<file path="src/rtl/mem_bus_arbiter_pkg.sv">
// Shared types and constants for the instruction/data memory bus arbiter.
package mem_bus_arbiter_pkg;

    localparam int STARVE_W = 4;

    typedef enum logic [1:0] {
        IDLE,
        BUSY_I,
        BUSY_D,
        DONE
    } arb_state_t;

    typedef enum logic {
        OWN_I,
        OWN_D
    } arb_owner_t;

    function automatic logic [31:0] sat_inc32(input logic [31:0] value);
        return (value == 32'hFFFF_FFFF) ? value : value + 32'd1;
    endfunction

endpackage

</file>
<file path="src/rtl/mem_bus_arbiter_starve_ctr.sv">
// Fetch starvation guard: counts D grants made while fetch waits and forces
// the next contested arbitration to fetch once STARVE_LIMIT is reached.
module arb_starve_ctr #(
    parameter int STARVE_LIMIT = 4
) (
    input  logic       clk,
    input  logic       resetn,
    input  logic       idle,
    input  logic       i_req,
    input  logic       grant,
    input  mem_bus_arbiter_pkg::arb_owner_t owner,
    output logic       force_i
);
    import mem_bus_arbiter_pkg::*;

    localparam logic [STARVE_W-1:0] LIMIT = STARVE_W'(STARVE_LIMIT);
    localparam logic [STARVE_W-1:0] ONE   = STARVE_W'(1);

    logic [STARVE_W-1:0] streak;

    assign force_i = (streak >= LIMIT);

    always_ff @(posedge clk or negedge resetn) begin
        if (!resetn) begin
            streak <= '0;
        end else if (idle) begin
            if (!i_req || (grant && owner == OWN_I)) begin
                streak <= '0;
            end else if (grant && owner == OWN_D && streak < LIMIT) begin
                streak <= streak + ONE;
            end
        end
    end

endmodule

</file>
<file path="src/rtl/mem_bus_arbiter.sv">
// Shares one single-port memory bus between fetch (I) and data (D) requesters.
// Defining ARB_PERF_EN adds saturating per-requester wait-cycle counters.
module mem_bus_arbiter #(
    parameter int STARVE_LIMIT = 4
) (
    input  logic        clk,
    input  logic        resetn,
    input  logic        i_req,
    input  logic [31:0] i_addr,
    output logic        i_ok,
    output logic [31:0] i_rdata,
    input  logic        d_req,
    input  logic        d_write,
    input  logic [31:0] d_addr,
    input  logic [31:0] d_wdata,
    input  logic [3:0]  d_strobe,
    output logic        d_ok,
    output logic [31:0] d_rdata,
    output logic        m_req,
    output logic        m_write,
    output logic [31:0] m_addr,
    output logic [31:0] m_wdata,
    output logic [3:0]  m_strobe,
    input  logic        m_ok,
    input  logic [31:0] m_rdata,
    output logic        stall
`ifdef ARB_PERF_EN
    ,
    output logic [31:0] i_wait_cnt,
    output logic [31:0] d_wait_cnt
`endif
);
    import mem_bus_arbiter_pkg::*;

    arb_state_t state, state_nxt;
    arb_owner_t owner_q;
    logic       grant_i, grant_d;
    logic       force_i;

    arb_starve_ctr #(
        .STARVE_LIMIT(STARVE_LIMIT)
    ) u_starve (
        .clk     (clk),
        .resetn  (resetn),
        .idle    (state == IDLE),
        .i_req   (i_req),
        .grant   (grant_i | grant_d),
        .owner   (grant_d ? OWN_D : OWN_I),
        .force_i (force_i)
    );

    always_ff @(posedge clk or negedge resetn) begin
        // NOTE: registers take non-blocking assignments so every flop samples pre-edge values.
        if (!resetn) begin
            state <= IDLE;
        end else begin
            state <= state_nxt;
        end
    end

    always_comb begin
        // NOTE: defaults first, so no branch leaves a signal unassigned and infers a latch.
        state_nxt = state;
        grant_i   = 1'b0;
        grant_d   = 1'b0;
        case (state)
            IDLE: begin
                if (d_req && !(i_req && force_i)) begin
                    grant_d   = 1'b1;
                    state_nxt = BUSY_D;
                end else if (i_req) begin
                    grant_i   = 1'b1;
                    state_nxt = BUSY_I;
                end
            end
            BUSY_I, BUSY_D: begin
                if (m_ok) begin
                    state_nxt = DONE;
                end
            end
            DONE:    state_nxt = IDLE;
            default: state_nxt = IDLE;
        endcase
    end

    always_ff @(posedge clk or negedge resetn) begin
        // NOTE: the latched bus fields and read data are reset too, so every output reads 0 in reset.
        if (!resetn) begin
            owner_q  <= OWN_I;
            m_write  <= 1'b0;
            m_addr   <= '0;
            m_wdata  <= '0;
            m_strobe <= '0;
            i_rdata  <= '0;
            d_rdata  <= '0;
        end else begin
            if (grant_i) begin
                owner_q  <= OWN_I;
                m_write  <= 1'b0;
                m_addr   <= i_addr;
                m_wdata  <= '0;
                m_strobe <= '0;
            end else if (grant_d) begin
                owner_q  <= OWN_D;
                m_write  <= d_write;
                m_addr   <= d_addr;
                m_wdata  <= d_wdata;
                m_strobe <= d_strobe;
            end
            if (state == BUSY_I && m_ok) begin
                i_rdata <= m_rdata;
            end
            // Stores leave the last load data in place.
            if (state == BUSY_D && m_ok && !m_write) begin
                d_rdata <= m_rdata;
            end
        end
    end

    // Decoded from the state register so reset drops them without waiting for a clock.
    assign m_req = (state == BUSY_I) || (state == BUSY_D);
    assign i_ok  = (state == DONE) && (owner_q == OWN_I);
    assign d_ok  = (state == DONE) && (owner_q == OWN_D);

    // Gated by resetn so the stall is also 0 while the arbiter is held in reset.
    assign stall = resetn & ((i_req & ~i_ok) | (d_req & ~d_ok));

`ifdef ARB_PERF_EN
    always_ff @(posedge clk or negedge resetn) begin
        if (!resetn) begin
            i_wait_cnt <= '0;
            d_wait_cnt <= '0;
        end else begin
            if (i_req && !i_ok) begin
                i_wait_cnt <= sat_inc32(i_wait_cnt);
            end
            if (d_req && !d_ok) begin
                d_wait_cnt <= sat_inc32(d_wait_cnt);
            end
        end
    end
`endif

endmodule

</file>
<file path="config.mk">
export PLATFORM = sky130hd
export DESIGN_NAME = mem_bus_arbiter
export DESIGN_NICKNAME = d
export VERILOG_FILES = /design/src/rtl/mem_bus_arbiter_pkg.sv /design/src/rtl/mem_bus_arbiter_starve_ctr.sv /design/src/rtl/mem_bus_arbiter.sv
export SDC_FILE = /design/constraint.sdc
export NUM_CORES = 1
export LEC_CHECK = 0
export ABC_AREA = 1
export CAP_MARGIN = 10
export CORE_ASPECT_RATIO = 1.75
export CORE_MARGIN = 5
export CORE_UTILIZATION = 37
export CTS_CLUSTER_SIZE = 30
export DETAILED_ROUTE_END_ITERATION = 8
export PLACE_DENSITY = 0.82
export SLEW_MARGIN = 20
export SYNTH_ARGS = -nofsm -noshare
export SYNTH_HDL_FRONTEND = slang
export SYNTH_SLANG_ARGS = --single-unit
</file>
<file path="constraint.sdc">
create_clock -name clk -period 1.35 [get_ports clk]
set_input_delay 0.2025 -clock clk [delete_from_list [all_inputs] [get_ports clk]]
set_output_delay 0.2025 -clock clk [all_outputs]
set_load 0.1 [all_outputs]
</file>
==> out/qor.csv <==
metric;value;unit
Slew @ Worst Pin;481;ps
Routed WL;24800;um
Critical Path AT;1600;ps
worst path cell trace;ha_4, nand2_2, inv_2, o22ai_2, and2_4, buf_12;
ANT nets after route;0;
HPWL after DPL;15000;um
startpoint type of the worst setup path;flop;
Max Cap Viol;0;
site row count;60;
CTS Buf Count;17;
Max Freq;554;MHz
DRT iter0 DRCs;234;
IO Pins;275;
RSZ-0062 raised after global routing;yes;
failing checks;setup timing;
Area growth syn-to-layout;110;%
Syn. warnings;0;
Clk pin slew, worst setup/hold paths;70;ps
DR vias;5933;
drt via density;5.15;
Synth Register Bits;140;
global route overflow;0;
critical path endpoint category;output port;
Root Buffer;clkbuf_16;
fillcell total;811;
first-pass GRT wire length;35700;um
Post-route DRC;0;
vias in the first global route;6397;
final setup vio count;143;
status;complete, but fails checks;
worst-path fanout max;2;
Min-Delay Path Class;in2reg;
largest net degree at the start of global routing;63;
Worst slew margin;67.8;%
clk_skew;12.9;ps
overall die height;176;um
Post-Syn Nets;772;
final period utilization;134;%
fin nets;1094;
initial antenna violation count;2;
GP Congestion;0.809;
Total GRT Usage;24.9;%
DR WL/cell;21.5;um
area of the multi-input gates;2200;um2
Gate Count Post-Synth;629;
critical path's largest stage delay;420;ps
DRT Pass-1 Iters;5;
Worst Path Required;1150;ps
die area;18400;um2
mean post-synth cell area;9.21;um2
Netlist Area Pre-Place;5790;um2
die width;105;um
share of cells above drive strength 1;36.3;%
number of distinct library cells after synthesis;24;
register area share after synthesis;60.5;%
critical path's slowest cell;dfrtp_1;
Final Hold Vio Count;0;
Max H-tree Level;4;
Core Box Area;15400;um2
CTS tree;yes;
setup TNS;-17320;ps
IO buf count;274;
fin crit period;1810;ps
Clk Latency, worst-skew pair;410;ps
maximum root-to-sink buffer count;2;
final worst slack;-456;ps
register area;3510;um2
CTS sink count;140;
crit path kind;reg2out;
Max Slew Vio Count;0;
Initial Utilization;37.6;%
## sequential cells by signal (all words and copies together), names as in the netlist
name / count
u_starve.streak: 4
m_addr: 32
owner_q: 1
m_strobe: 4
m_write: 1
i_rdata: 32
d_rdata: 32
state: 2
m_wdata: 32
## logic make-up after synthesis
group	Yosys count	share of synthesized area, %
adder cells (fa/ha/maj)	5	1.08
flip-flops	140	60.5
XOR/XNOR	1	0.151
AND/OR/NAND/NOR	251	19.3
buffers and inverters	121	8.27
AO/OA/AOI/OAI	110	10.5
multiplexers	1	0.173
## timing repair
| action | 4_1_cts | 5_1_grt |
|---|---|---|
| cloned | 14 | 7 |
| pin swaps | 4 | 7 |
| gates resized for setup | 51 | 114 |
| endpoints found under the hold margin | 59 | 0 |
| hold buffers | 1 | 0 |
| buffers inserted | 15 | 9 |
| endpoints found under the setup margin | 103 | 144 |
## cell usage in the layout (no fill, tap or decap), types with 3 or more instances in the layout
master           count
inv_2                3
o21ai_4              4
buf_16              17
a21oi_2              3
clkdlybuf4s50_1    136
nand3_2              6
buf_4               18
clkinv_2             4
o21ai_2             39
buf_12             153
o21ai_0             19
dfrtp_1            139
buf_6               12
clkbuf_16           22
nand4_1             33
nand3_1             59
nor2_1               5
ha_4                 3
inv_6                3
nand2_1             97
nand2_4              5
o21ai_1             41
clkinv_4             4
inv_1               75
nand2_2             41
## Yosys cell counts, drive strengths merged
| cell type | instances | area [um2] |
|---|---|---|
| buf | 21 | 104 |
| nand3b | 1 | 7.51 |
| mux2i | 1 | 10.0 |
| nand3 | 66 | 335 |
| xor2 | 1 | 8.76 |
| dfrtp | 140 | 3500 |
| and2 | 1 | 6.26 |
| ha | 5 | 62.6 |
| nand2 | 144 | 541 |
| a21oi | 5 | 28.8 |
| o21ai | 103 | 568 |
| nand4 | 33 | 206 |
| clkbuf | 20 | 75.1 |
| o22ai | 2 | 12.5 |
| nor2 | 6 | 22.5 |
| inv | 80 | 300 |
## worst max-delay path: cells and delay by family, from the launching register on
family	cells	cell delay [ps]
AOI/OAI and AO/OA	1	150
adders and majority gates	1	190
buffers and inverters	2	210
DFF	1	420
and+or+nand+nor	2	240
## final cells by class
type | instances | area share [%]
diodes | 2 | 0.0412
clock buffers | 19 | 3.65
clock inverters | 13 | 0.968
inverters | 80 | 2.53
multi-input cells | 368 | 18.1
flip-flops and latches | 140 | 28.9
well taps | 186 | 1.92
repair buffers | 344 | 43.9
## metrics by stage
stage          instances  setup WS, ps  cell area [um2]  hold WS, ps  utilization, %
4_1_cts             1135          -499            11600          319            75.3
3_5_place_dp        1073          -227            10400          276            67.3
3_3_place_gp        1073          -156            10400          279            67.3
6_report            1152          -456            12100          330            78.9
5_1_grt             1152          -527            12100          333            78.9
2_1_floorplan        629          -517             5860        -93.1               -
## layer usage
| metal | vias to the layer above | wire length [um] | track usage [%] |
|---|---|---|---|
| li1 | 2710 | - | - |
| met1 | 2890 | 8170 | 26.0 |
| met2 | 264 | 13900 | 44.9 |
| met3 | 69 | 1490 | 6.40 |
| met4 | 0 | 1280 | 14.1 |
| met5 | - | 0 | 0 |
## path summary, 6_finish.rpt
path                       cells past startpoint  slack [ps]                 end               start
max                                            6        -460               stall            state[1]
min                                            3         330          m_wdata[6]          d_wdata[6]
max reg2reg                                    7        -220         m_strobe[0]            state[1]
min reg2reg                                    1         490  u_starve.streak[0]  u_starve.streak[0]
max in group asynchronous                      4         370             m_write              resetn
min in group asynchronous                      3         470          m_addr[24]              resetn
Power is left out: the tool's default activity adds up to more than one toggle a clock period on the data nets, which glitch-free logic cannot reach.
